**config.mk**
```make
export PLATFORM = sky130hd
export DESIGN_NAME = seq_divider
export DESIGN_NICKNAME = d
export VERILOG_FILES = /design/src/rtl/seq_divider_pkg.sv /design/src/rtl/seq_divider_div_step.sv /design/src/rtl/seq_divider.sv
export SDC_FILE = /design/constraint.sdc
export NUM_CORES = 1
export LEC_CHECK = 0
export ABC_AREA = 0
export ABC_CLOCK_PERIOD_IN_PS = 4300
export BUFFER_PORTS_ARGS = -buffer_cell sky130_fd_sc_hd__buf_2
export CORE_ASPECT_RATIO = 0.75
export CORE_MARGIN = 5
export CORE_UTILIZATION = 50
export CTS_CLUSTER_SIZE = 20
export DETAILED_ROUTE_END_ITERATION = 8
export PLACE_DENSITY = 0.69
export SLEW_MARGIN = 10
export SYNTH_ARGS = -nofsm -noshare
export SYNTH_HDL_FRONTEND = slang
export SYNTH_SLANG_ARGS = --single-unit
export TNS_END_PERCENT = 30
```
**constraint.sdc**
```tcl
create_clock -name clk_i -period 4.3 [get_ports clk_i]
set_input_delay 0.43 -clock clk_i [delete_from_list [all_inputs] [get_ports clk_i]]
set_output_delay 0.43 -clock clk_i [all_outputs]
set_load 0.01 [all_outputs]
```
**src/rtl/seq_divider_pkg.sv**
```systemverilog
// ============================================================================
// seq_divider_pkg : shared FSM state encoding and default operand width.
// Revision 1.0
// ============================================================================
`default_nettype none

package seq_divider_pkg;

  localparam int DEFAULT_WIDTH = 32;

  typedef enum logic [1:0] {
    IDLE  = 2'd0,
    RUN   = 2'd1,
    FINAL = 2'd2
  } state_e;

endpackage : seq_divider_pkg

`default_nettype wire

```
**src/rtl/seq_divider_div_step.sv**
```systemverilog
// ============================================================================
// div_step : one combinational restoring shift-subtract iteration.
// Revision 1.0
// ============================================================================
`default_nettype none

module div_step #(
  parameter int WIDTH = 32
) (
  input  logic [WIDTH-1:0] rem_i,
  input  logic             bit_i,
  input  logic [WIDTH-1:0] divisor_i,
  output logic [WIDTH-1:0] rem_o,
  output logic             qbit_o
);

  logic [WIDTH:0]   w_shifted;
  logic [WIDTH-1:0] w_diff;

  // rem_i < divisor_i always holds, so the shifted value needs only one extra
  // bit and any successful difference fits back into WIDTH bits.
  assign w_shifted = {rem_i, bit_i};
  assign w_diff    = w_shifted[WIDTH-1:0] - divisor_i;
  assign qbit_o    = (w_shifted >= {1'b0, divisor_i});
  assign rem_o     = qbit_o ? w_diff : w_shifted[WIDTH-1:0];

endmodule : div_step

`default_nettype wire

```
**src/rtl/seq_divider.sv**
```systemverilog
// ============================================================================
// seq_divider : sequential restoring divider, signed/unsigned, one bit/cycle.
// Revision 1.0
// ============================================================================
`default_nettype none

module seq_divider
  import seq_divider_pkg::*;
#(
  parameter int WIDTH = DEFAULT_WIDTH
) (
  input  logic             clk_i,
  input  logic             rst_ni,
  input  logic             start_i,
  input  logic             sign_mode_i,
  input  logic [WIDTH-1:0] dividend_i,
  input  logic [WIDTH-1:0] divisor_i,
  output logic             busy_o,
  output logic             done_o,
  output logic [WIDTH-1:0] quotient_o,
  output logic [WIDTH-1:0] remainder_o,
  output logic             div_by_zero_o
);

  localparam int             CW       = $clog2(WIDTH + 1);
  localparam logic [CW-1:0]  CNT_LAST = CW'(WIDTH - 1);

  state_e           state_q, state_d;
  logic [CW-1:0]    cnt_q, cnt_d;
  logic [WIDTH-1:0] rem_q, rem_d;
  logic [WIDTH-1:0] dvd_q, dvd_d;
  logic [WIDTH-1:0] dsr_q, dsr_d;
  logic             negq_q, negq_d;
  logic             negr_q, negr_d;
  logic             dz_q, dz_d;
  logic [WIDTH-1:0] quot_q, quot_d;
  logic [WIDTH-1:0] remo_q, remo_d;
  logic             dbz_q, dbz_d;
  logic             done_q, done_d;

  logic             w_neg_a, w_neg_b;
  logic [WIDTH-1:0] w_mag_a, w_mag_b;
  logic [WIDTH-1:0] w_step_rem;
  logic             w_step_qbit;

  assign w_neg_a = sign_mode_i & dividend_i[WIDTH-1];
  assign w_neg_b = sign_mode_i & divisor_i[WIDTH-1];
  assign w_mag_a = w_neg_a ? -dividend_i : dividend_i;
  assign w_mag_b = w_neg_b ? -divisor_i  : divisor_i;

  // dvd_q doubles as the dividend shift register and the quotient collector.
  div_step #(.WIDTH(WIDTH)) u_step (
    .rem_i     (rem_q),
    .bit_i     (dvd_q[WIDTH-1]),
    .divisor_i (dsr_q),
    .rem_o     (w_step_rem),
    .qbit_o    (w_step_qbit)
  );

  always_ff @(posedge clk_i or negedge rst_ni) begin
    if (!rst_ni) begin
      state_q <= IDLE;
      cnt_q   <= '0;
      rem_q   <= '0;
      dvd_q   <= '0;
      dsr_q   <= '0;
      negq_q  <= 1'b0;
      negr_q  <= 1'b0;
      dz_q    <= 1'b0;
      quot_q  <= '0;
      remo_q  <= '0;
      dbz_q   <= 1'b0;
      done_q  <= 1'b0;
    end else begin
      state_q <= state_d;
      cnt_q   <= cnt_d;
      rem_q   <= rem_d;
      dvd_q   <= dvd_d;
      dsr_q   <= dsr_d;
      negq_q  <= negq_d;
      negr_q  <= negr_d;
      dz_q    <= dz_d;
      quot_q  <= quot_d;
      remo_q  <= remo_d;
      dbz_q   <= dbz_d;
      done_q  <= done_d;
    end
  end

  always_comb begin
    state_d = state_q;
    cnt_d   = cnt_q;
    rem_d   = rem_q;
    dvd_d   = dvd_q;
    dsr_d   = dsr_q;
    negq_d  = negq_q;
    negr_d  = negr_q;
    dz_d    = dz_q;
    quot_d  = quot_q;
    remo_d  = remo_q;
    dbz_d   = dbz_q;
    done_d  = 1'b0;
    case (state_q)
      IDLE: begin
        if (start_i) begin
          dz_d    = (divisor_i == '0);
          state_d = dz_d ? FINAL : RUN;
          cnt_d   = '0;
          rem_d   = '0;
          // A zero divisor must hand back the raw dividend, not its magnitude.
          dvd_d   = dz_d ? dividend_i : w_mag_a;
          dsr_d   = w_mag_b;
          negq_d  = w_neg_a ^ w_neg_b;
          negr_d  = w_neg_a;
        end
      end
      RUN: begin
        rem_d = w_step_rem;
        dvd_d = {dvd_q[WIDTH-2:0], w_step_qbit};
        cnt_d = cnt_q + CW'(1);
        if (cnt_q == CNT_LAST) begin
          state_d = FINAL;
        end
      end
      FINAL: begin
        state_d = IDLE;
        done_d  = 1'b1;
        if (dz_q) begin
          quot_d = '1;
          remo_d = dvd_q;
          dbz_d  = 1'b1;
        end else begin
          quot_d = negq_q ? -dvd_q : dvd_q;
          remo_d = negr_q ? -rem_q : rem_q;
          dbz_d  = 1'b0;
        end
      end
      default: state_d = IDLE;
    endcase
  end

  assign busy_o        = (state_q != IDLE);
  assign done_o        = done_q;
  assign quotient_o    = quot_q;
  assign remainder_o   = remo_q;
  assign div_by_zero_o = dbz_q;

endmodule : seq_divider

`default_nettype wire
```
==> results of run 1 <==
## cells in the final DEF, fill, tap and decap left out, drive strengths merged, types with 12 or more instances in the layout
cell type  instances
clkbuf            17
o31ai             27
ha                37
or4               15
o21ai            176
o41ai             14
nor3              14
mux2i             28
or3               35
xnor2             48
dfrtp            173
nor2             115
nand3             14
xor2             100
inv               59
buf              152
nand2            182
a21o              12
a21oi            131
## path summary, 6_finish.rpt
check,startpoint,to,slack (ps),cells past startpoint
max,rem_q[0],rem_q[19],810,12
min,rst_ni,dsr_q[21],60,1
max reg2reg,rem_q[0],rem_q[19],810,12
min reg2reg,remainder_o[12],remainder_o[12],480,2
max in group asynchronous,rst_ni,quotient_o[31],3370,2
min in group clk_i,dividend_i[17],dvd_q[17],290,3
## routing by layer
metal	track usage (%)	part of all wire, %	routed length, um
met1	41.1	48	15900
met2	35.6	41	13600
met3	6.04	9.9	3300
met5	0	0	0
met4	4.62	1.2	391
## power by group
| group | switching (W) | internal (W) |
|---|---|---|
| clock | 0.000752 | 0.000772 |
| combinational | 0.00385 | 0.00276 |
| sequential | 0.00107 | 0.00241 |
## registers in the layout, summed over array words and instances, names as in the netlist
register       cells
dz_q               1
done_o             1
dvd_q             32
remainder_o       32
div_by_zero_o      1
negr_q             1
cnt_q              6
state_q            2
quotient_o        32
dsr_q             32
rem_q             32
negq_q             1
## through the flow
stage / power, W / hold WS, ps
after detailed placement: 0.00999 / 468
after floorplan: 0.00792 / 134
final: 0.0116 / 62.9
after global placement: 0.00989 / 457
after global routing: 0.0125 / 140
after CTS: 0.0115 / 91.1
## logic make-up after synthesis
logic type	count (synthesis)	synth area share (%)
compound gates	420	21.5
xor+xnor	148	11.5
fa+ha+maj	38	4.29
buf+inv	119	4.06
flops	173	38.4
mux	29	2.59
simple gates	434	17.6
## cell type report
type | count | area, um^2
well taps | 294 | 368
fillers | 2073 | 9300
flip-flops and latches | 173 | 4330
repair buffers | 152 | 850
inverters | 51 | 191
clock inverters | 15 | 148
multi-input cells | 1069 | 6500
clock buffers | 17 | 425
## critical path: cells and delay by family (launching register included)
kind / cells / cell delay, ps
compound gates: 8 / 1880
fa+ha+maj: 1 / 340
buf+inv: 1 / 230
flops: 1 / 460
simple gates: 2 / 430
==> results.toml, run 1 <==
[placed_design]
portBuffers = 134
detailed_place.area_um2 = 12200
gp_congestion = 0.943
detailedPlace.worstSlack_ps = 849
numPlacedInstances = 1739
hpwl_detailed_um = 24900

[routing]
ant_nets = 0
number_of_iterations_in_the_first_detailed_routing_pass = 5
detail_routed_via_count_per_cell = 5.84
detail_route.wirelength_um = 33200
routedWlPerCell_um = 18.8
route.detailed.drc = 0
routed-via-count = 10300
initialDrtViolationCount = 1385

[floorplanning]
die-height_um = 140
dieWidth_um = 183
row_count = 47
die_area_um2 = 25700
initial_utilization_pct = 50.9
design.portCount = 135
core-area_um2 = 22100

[final_layout]
layout_cell_share_with_drive_strength_beyond_1_pct = 14.2
finish.cell_count_without_fillers = 1771
areaGrowthSynthToFinish_pct = 13.7
layout.cell_area.non_filler_um2 = 12800
antenna_cells = 0
final_core_util_pct = 57.9
final_nets = 1570

[global_routing]
global_route.usage.total_pct = 25.8
gr-total-overflow = 0
grt_pass1_vias = 9374
grt_max_degree = 87
grt_antenna_before_repair = 0
wire_length_of_the_first_global_routing_pass_um = 52800

[yosys]
ys_ff_latch = 173
ys_top_cells_by_area = "sky130_fd_sc_hd__dfrtp_1 38%, sky130_fd_sc_hd__xor2_1 7.8%, sky130_fd_sc_hd__o21ai_0 7.7%"
synth_top_area_share_pct = 38.4
warnings_synthesis = 0
syn_avg_cell_area_um2 = 8.27
post_synth_num_cell_types = 59
postSynthNetCount = 1467
asyncSetResetFlopFracSynth_pct = 100
proportion_of_synthesized_chip_area_in_sequential_cells_pct = 38.4
post_synth_edffs = 0
yosysMostFrequentCell = "sky130_fd_sc_hd__nand2_1"
synth_area_um2 = 11300
yosysTopAreaCell = "sky130_fd_sc_hd__dfrtp_1"
synth_commonest_cells = "181 x sky130_fd_sc_hd__nand2_1, 174 x sky130_fd_sc_hd__o21ai_0, 173 x sky130_fd_sc_hd__dfrtp_1, 131 x sky130_fd_sc_hd__a21oi_1, 114 x sky130_fd_sc_hd__nor2_1"
synth-main-ff-cell = "sky130_fd_sc_hd__dfrtp_1"
instance_count_of_the_mapped_netlist = 1361

[sta]
final_min_period_over_clock_period_pct = 81.1
timing.final.ws_setup_ps = 811
timing.final.setup_violations = 0
timing.slew.headroom_pct = 16.0
finalHoldViolations = 0
rsz0062_at_grt = "false"
max_freq_mhz = 287
finalMaxSlewViolations = 0
final.setup.tns_ps = 0
timing.clock.skew_ps = 11.4
final.min_clock_period_ps = 3490
max_slew.worst_pin.slew_ps = 1260

[cts]
tritoncts_clock_tree = "done"
worst_skew_pair.late_latency_ps = 440
cts_hold_buf = 0
cts.root.buffer_cell = "sky130_fd_sc_hd__clkbuf_16"
cts.sink_count = 173
post-cts-setup-buffer-count = 0
numCtsBuffers = 17
cts.htree.levels = 4
cts-resized-gates = 0
clkSlewWorstSetupHoldPaths_ps = 70
clock_path_buffers = 2

[worst_setup_path]
slowest_delay_ps = 460
worst-endpoint-arrival_ps = 3790
crit_top_cell = "sky130_fd_sc_hd__o21ai_0"
critical_path.slowest_cell = "sky130_fd_sc_hd__dfrtp_1"
timing.critical_path.from_type = "register"
cells_along_the_critical_path = "ha_1 > nor2b_1 > o31a_1 > o31ai_1 > o21ai_0 > a311o_1 > a31oi_1 > a21o_1 > a21oi_4 > buf_12 > nand2_1 > o21ai_0"
critical_path_peak_fanout = 30
path_class = "register to register"
critical_path.endpoint_type = "register"
required_ps = 4600

[pwr]
vdd_ir_drop_max_v = 0.000357
power_leakage_nw = 5.68
power.density_cell_area_nw_per_um2 = 907

[run_status]
status = "finished clean"

[worst_hold_path]
min_path_type = "input port to asynchronous set/reset pin"

[flow_run]
drv.max_cap_violation_count = 0
Power figures use the tool's default switching activity.
==> run 2: changes to the inputs <==
--- a/config.mk
+++ b/config.mk
@@ -6,14 +6,14 @@
 export NUM_CORES = 1
 export LEC_CHECK = 0
 export ABC_AREA = 0
-export ABC_CLOCK_PERIOD_IN_PS = 4300
+export ABC_CLOCK_PERIOD_IN_PS = 2800
 export BUFFER_PORTS_ARGS = -buffer_cell sky130_fd_sc_hd__buf_2
 export CORE_ASPECT_RATIO = 0.75
 export CORE_MARGIN = 5
 export CORE_UTILIZATION = 50
 export CTS_CLUSTER_SIZE = 20
 export DETAILED_ROUTE_END_ITERATION = 8
-export PLACE_DENSITY = 0.69
+export PLACE_DENSITY = 0.72
 export SLEW_MARGIN = 10
 export SYNTH_ARGS = -nofsm -noshare
 export SYNTH_HDL_FRONTEND = slang
==> constraint.sdc (replaced) <==
create_clock -name clk_i -period 2.8 [get_ports clk_i]
set_input_delay 0.28 -clock clk_i [delete_from_list [all_inputs] [get_ports clk_i]]
set_output_delay 0.28 -clock clk_i [all_outputs]
set_load 0.01 [all_outputs]
==> run 2 against run 1 <==
The flow now finishes with violations (setup timing). Sequential share of layout area is 4.7 points lower. Setup slack got worse by 1000 ps. Cell count rose by 11%. First-iteration DRC count is 8.3% higher. Global-route usage increased by 2.5 points. Wire length is 14% higher. Total power up 88%. Critical path type unchanged. Critical endpoint is now remainder_o[26]. Highest routed layer unchanged.
==> results.toml, run 2 (synthesis gave the netlist of run 1 again) <==
[run_status]
status = "finished with violations"
failed_checks = "setup timing"

[final_layout]
finish.cell_count_without_fillers = 1962
top_library_cells_by_usage_in_the_layout_fill_and_taps_aside = "191 x sky130_fd_sc_hd__buf_4, 174 x sky130_fd_sc_hd__nand2_1, 170 x sky130_fd_sc_hd__dfrtp_1"
nFillCells = 1773
antenna_cells = 0
final_core_util_pct = 67.2
areaGrowthSynthToFinish_pct = 32.0
layout_cell_share_with_drive_strength_beyond_1_pct = 28.4
final_nets = 1761
mostFrequentLayoutCell = "sky130_fd_sc_hd__buf_4"

[cts]
cts.sink_count = 173
numCtsBuffers = 17
clkSlewWorstSetupHoldPaths_ps = 70
cts.htree.levels = 4
worst_skew_pair.late_latency_ps = 430
cts.root.buffer_cell = "sky130_fd_sc_hd__clkbuf_16"
clock_path_buffers = 2
tritoncts_clock_tree = "done"

[worst_hold_path]
min_path_type = "input port to register"
hold_start = "divisor_i[30]"
sink_of_the_worst_hold_path = "dsr_q[30]"
worstHoldPathCells = 3

[global_routing]
grt_antenna_before_repair = 0
grt_pass1_vias = 10900
gr-total-overflow = 0
global_route.usage.total_pct = 28.3
wire_length_of_the_first_global_routing_pass_um = 58200
grt_max_degree = 72

[worst_setup_path]
r2r_start = "rem_q[12]"
reg2reg_depth = 10
crit_top_cell = "sky130_fd_sc_hd__or3_4"
critical_path_peak_fanout = 3
worstReg2RegEnd = "remainder_o[26]"
r2r_setup_slack_ps = -210
path_class = "register to register"
timing.critical_path.from_type = "register"
critical_path.slowest_cell = "sky130_fd_sc_hd__or3_4"
start_point_of_the_critical_path = "rem_q[12]"
critical_path.endpoint_type = "register"
required_ps = 3110
slowest_delay_ps = 420
worst-endpoint-arrival_ps = 3320
cells_along_the_critical_path = "or3_4 > or3_4 > or3_4 > or3_4 > or3_4 > o31ai_4 > xor2_1 > nor2_1 > a21oi_1 > o21ai_1"

[floorplanning]
dieWidth_um = 183
design.portCount = 135
core-area_um2 = 22100
die_area_um2 = 25700
die-height_um = 140
initial_utilization_pct = 50.9
row_count = 47

[placed_design]
numPlacedInstances = 1913
hpwl_detailed_um = 27400
gp_congestion = 0.996
detailedPlace.worstSlack_ps = -255
portBuffers = 134

[sta]
timing.clock.skew_ps = 10.3
finalHoldViolations = 0
final.min_clock_period_ps = 3010
final_min_period_over_clock_period_pct = 107
rsz0062_at_grt = "true"
timing.slew.headroom_pct = 29.2
timing.final.ws_setup_ps = -207
final.setup.tns_ps = -6230
max_freq_mhz = 333
max_slew.worst_pin.slew_ps = 1060
finalMaxSlewViolations = 0
timing.final.setup_violations = 52

[routing]
routed-via-count = 11600
initialDrtViolationCount = 1500
route.detailed.drc = 0
ant_nets = 0
detail_routed_via_count_per_cell = 5.93
number_of_iterations_in_the_first_detailed_routing_pass = 7
routedWlPerCell_um = 19.3
detail_route.wirelength_um = 37800

[pwr]
power_leakage_nw = 6.75
power.density_cell_area_nw_per_um2 = 1470
total_power_w = 0.0218
vdd_ir_drop_max_v = 0.000699

[flow_run]
drv.max_cap_violation_count = 0
[run 2: cell types whose count changed in the layout (fill, tap and decap cells not counted), sizes merged]
cell	delta
clkbuf	+1
dlygate4sd3	+1
inv	+1
buf	+189
clkinv	+1
clkinvlp	-2
[run 2: per-stage QoR]
stage / instance area [um^2] / hold WS (ps)
global route: 14900 / 141
CTS: 14600 / 135
global placement: 13600 / 361
finish: 14900 / 144
floorplan: 11300 / -15.6
detailed placement: 13600 / 362
[run 2: routing by layer]
layer  part of all wire (%)  track usage, %
met4                    2.2            7.17
met3                     11            8.27
met5                      0               0
met2                     42            39.7
met1                     44            42.8
[run 2: timing repair]
action | in CTS | in global routing
gates cloned | 2 | 1
pin swaps | 17 | 25
hold buffers | 1 | 0
setup buffers | 6 | 7
setup endpoints to repair | 52 | 59
endpoints found under the hold margin | 69 | 0
gates resized for setup | 80 | 57
[run 2: where the power goes]
| part | total (W) | switching [W] | internal, W |
|---|---|---|---|
| sequential | 0.00496 | 0.00125 | 0.00371 |
| combinational | 0.0145 | 0.00784 | 0.00666 |
| clock | 0.00240 | 0.00119 | 0.00121 |
| total | 0.0218 | 0.0103 | 0.0116 |
[run 2: worst max-delay path, delay by kind of cell, from the launching register on]
family / cells / cell delay, ps
flip-flops: 1 / 390
AO/OA/AOI/OAI: 3 / 390
XOR/XNOR: 1 / 210
AND/OR/NAND/NOR: 6 / 1910
[run 2: worst max path at each step]
stage,end,slack (ps),cells past startpoint
2_1_floorplan,quotient_o[29],-110,11
3_3_place_gp,dvd_q[3],-180,13
6_report,remainder_o[26],-210,10
3_5_place_dp,remainder_o[26],-250,13
4_1_cts,quotient_o[29],-190,10
5_1_grt,remainder_o[26],-320,13
[run 2: layout make-up]
type                       instances  area [um^2]  area share [%]
multi-input combinational       1069         6990            47.0
sequential                       173         4330            29.1
timing repair buffer             343         2390            16.1
clock buffer                      17          425            2.86
tap                              294          368            2.47
inverter                          51          194            1.30
clock inverter                    15          168            1.13
==> run 3: changes to the inputs <==
--- a/config.mk
+++ b/config.mk
@@ -5,7 +5,7 @@
 export SDC_FILE = /design/constraint.sdc
 export NUM_CORES = 1
 export LEC_CHECK = 0
-export ABC_AREA = 0
+export ABC_AREA = 1
 export ABC_CLOCK_PERIOD_IN_PS = 2800
 export BUFFER_PORTS_ARGS = -buffer_cell sky130_fd_sc_hd__buf_2
 export CORE_ASPECT_RATIO = 0.75
@@ -13,7 +13,7 @@
 export CORE_UTILIZATION = 50
 export CTS_CLUSTER_SIZE = 20
 export DETAILED_ROUTE_END_ITERATION = 8
-export PLACE_DENSITY = 0.72
+export PLACE_DENSITY = 0.71
 export SLEW_MARGIN = 10
 export SYNTH_ARGS = -nofsm -noshare
 export SYNTH_HDL_FRONTEND = slang
==> run 3 against run 2 <==
The run now ends clean. Total power is 3.7% lower. Setup slack better by 420 ps. Utilization is 11 points lower. Combinational power is 6% lower. Sequential cell count stayed put. Synthesized cell count is 55% higher. Non-clock buffer count is 183 lower. Cell count is 32% higher. Critical endpoint is now rem_q[28]. Largest power group unchanged. Highest routed layer unchanged.
==> results.toml, run 3 <==
[worst_setup_path]
critical_path.endpoint_type = "register"
timing.critical_path.from_type = "register"
cells_along_the_critical_path = "ha_1 > nand2_2 > inv_1 > a21oi_1 > nand2_1 > nand2_1 > nand2_2 > nor2_8 > nand2_8 > nand2_2 > nand2_1 > nand2_1 > nand2_1"
required_ps = 3140
crit_top_cell = "sky130_fd_sc_hd__nand2_1"
slowest_delay_ps = 470
worst-endpoint-arrival_ps = 2920
critical_path_peak_fanout = 32
path_class = "register to register"
critical_path.slowest_cell = "sky130_fd_sc_hd__dfrtp_1"

[placed_design]
numPlacedInstances = 2549
portBuffers = 134
gp_congestion = 1.00
hpwl_detailed_um = 38400

[yosys]
ys_top_cells_by_area = "sky130_fd_sc_hd__dfrtp_1 32%, sky130_fd_sc_hd__nand2_1 18%, sky130_fd_sc_hd__nand3_1 9.1%"
yosysMostFrequentCell = "sky130_fd_sc_hd__nand2_1"
syn_avg_cell_area_um2 = 6.40
warnings_synthesis = 0
synth-main-ff-cell = "sky130_fd_sc_hd__dfrtp_1"
postSynthNetCount = 2214
synth_top_area_share_pct = 32.1
ys_ff_latch = 173
proportion_of_synthesized_chip_area_in_sequential_cells_pct = 32.1
synth_area_um2 = 13500
instance_count_of_the_mapped_netlist = 2108
yosysTopAreaCell = "sky130_fd_sc_hd__dfrtp_1"
post_synth_num_cell_types = 52
asyncSetResetFlopFracSynth_pct = 100
post_synth_edffs = 0
synth_commonest_cells = "652 x sky130_fd_sc_hd__nand2_1, 299 x sky130_fd_sc_hd__inv_1, 245 x sky130_fd_sc_hd__nand3_1, 173 x sky130_fd_sc_hd__dfrtp_1, 167 x sky130_fd_sc_hd__nor2_1"

[sta]
final.min_clock_period_ps = 2580
rsz0062_at_grt = "false"
timing.slew.headroom_pct = 31.5
finalHoldWorstSlack_ps = 158
finalHoldViolations = 0
max_slew.worst_pin.slew_ps = 1030
final.setup.tns_ps = 0
max_freq_mhz = 387
timing.final.setup_violations = 0
final_min_period_over_clock_period_pct = 92.3
timing.clock.skew_ps = 13.2
finalMaxSlewViolations = 0

[routing]
route.detailed.drc = 0
routed-via-count = 14700
number_of_iterations_in_the_first_detailed_routing_pass = 6
routedWlPerCell_um = 18.7
initialDrtViolationCount = 1771
ant_nets = 0
detail_route.wirelength_um = 48300
detail_routed_via_count_per_cell = 5.69

[cts]
tritoncts_clock_tree = "done"
cts.sink_count = 173
cts_hold_buf = 1
clkSlewWorstSetupHoldPaths_ps = 70
clock_path_buffers = 2
numCtsBuffers = 17
cts.htree.levels = 4
cts.root.buffer_cell = "sky130_fd_sc_hd__clkbuf_16"
cts-resized-gates = 0
worst_skew_pair.late_latency_ps = 440
post-cts-setup-buffer-count = 0

[floorplanning]
die-height_um = 152
row_count = 52
dieWidth_um = 200
initial_utilization_pct = 50.3
core-area_um2 = 26800
design.portCount = 135
die_area_um2 = 30400

[final_layout]
layout_cell_share_with_drive_strength_beyond_1_pct = 11.1
areaGrowthSynthToFinish_pct = 11.5
mostFrequentLayoutCell = "sky130_fd_sc_hd__nand2_1"
final_nets = 2324
antenna_cells = 0
finish.cell_count_without_fillers = 2582
top_library_cells_by_usage_in_the_layout_fill_and_taps_aside = "652 x sky130_fd_sc_hd__nand2_1, 299 x sky130_fd_sc_hd__inv_1, 245 x sky130_fd_sc_hd__nand3_1"

[global_routing]
global_route.usage.total_pct = 31.3
grt_pass1_vias = 12900
gr-total-overflow = 0
grt_antenna_before_repair = 0
grt_max_degree = 68
wire_length_of_the_first_global_routing_pass_um = 75000

[pwr]
pwr-share-clk_pct = 10.9
power.switching_w = 0.0116
cellInternalPower_w = 0.00943
power.switching_fraction_pct = 55.2
vdd_ir_drop_max_v = 0.000788
power.density_cell_area_nw_per_um2 = 1400
comb_power_share_pct = 65.3
sequentialPowerShare_pct = 23.8
power_leakage_nw = 7.86

[worst_hold_path]
min_path_type = "input port to register"

[run_status]
status = "finished clean"

[flow_run]
drv.max_cap_violation_count = 0
## run 3: routing by layer
| layer | track usage [%] | share of wire [%] |
|---|---|---|
| met1 | 52.2 | 47 |
| met5 | 0 | 0 |
| met4 | 5.27 | 1.4 |
| met3 | 7.91 | 13 |
| met2 | 40.5 | 38 |
## run 3: path summary, 6_finish.rpt
check                              start             end  slack, ps  depth (start not counted)
hold / removal             divisor_i[31]       dsr_q[31]        160                          3
hold reg to reg            div_by_zero_o   div_by_zero_o        480                          2
setup reg to reg               rem_q[23]       rem_q[28]        220                         13
setup / recovery               rem_q[23]       rem_q[28]        220                         13
max in group asynchronous         rst_ni  remainder_o[6]       1510                          3
min in group asynchronous         rst_ni       dsr_q[11]        410                          2
## run 3: final cells by class
class | count | area, um^2
inverters | 315 | 1180
repair buffers | 160 | 887
well taps | 351 | 439
fillers | 2692 | 11800
clock inverters | 11 | 80.1
multi-input cells | 1551 | 7650
clock buffers | 21 | 470
flip-flops and latches | 173 | 4330
## run 3: per-stage QoR
stage	worst slack (ps)	utilization, %	instance area [um^2]	power [W]
floorplan	834	-	13500	0.0142
global placement	247	54.0	14500	0.0183
detailed placement	271	54.0	14500	0.0184
CTS	252	56.1	15000	0.0207
global route	17.2	56.1	15000	0.0228
finish	216	56.1	15000	0.0210
## run 3: worst max-delay path: cells and delay by family (launching register included)
kind,cells,cell delay (ps)
buffers and inverters,1,50
AO/OA/AOI/OAI,1,280
adder cells (fa/ha/maj),1,410
flip-flops,1,470
AND/OR/NAND/NOR,10,1260
## run 3: cells by family after synthesis
logic type / Yosys count / share of synthesized area [%]
buffers and inverters: 384 / 11.2
and+or+nand+nor: 1175 / 37.5
AOI/OAI and AO/OA: 279 / 11.7
adders and majority gates: 38 / 3.58
DFF: 173 / 32.1
xor gates and xnor gates: 59 / 3.83
## run 3: power groups by stage
| stage | Sequential (W) | Clock [W] | Combinational [W] |
|---|---|---|---|
| after detailed placement | 0.00497 | 0 | 0.0134 |
| after global routing | 0.00509 | 0.00242 | 0.0153 |
| final | 0.00500 | 0.00229 | 0.0137 |
| after CTS | 0.00494 | 0.00230 | 0.0135 |
| after floorplan | 0.00471 | 0 | 0.00950 |
| after global placement | 0.00494 | 0 | 0.0133 |
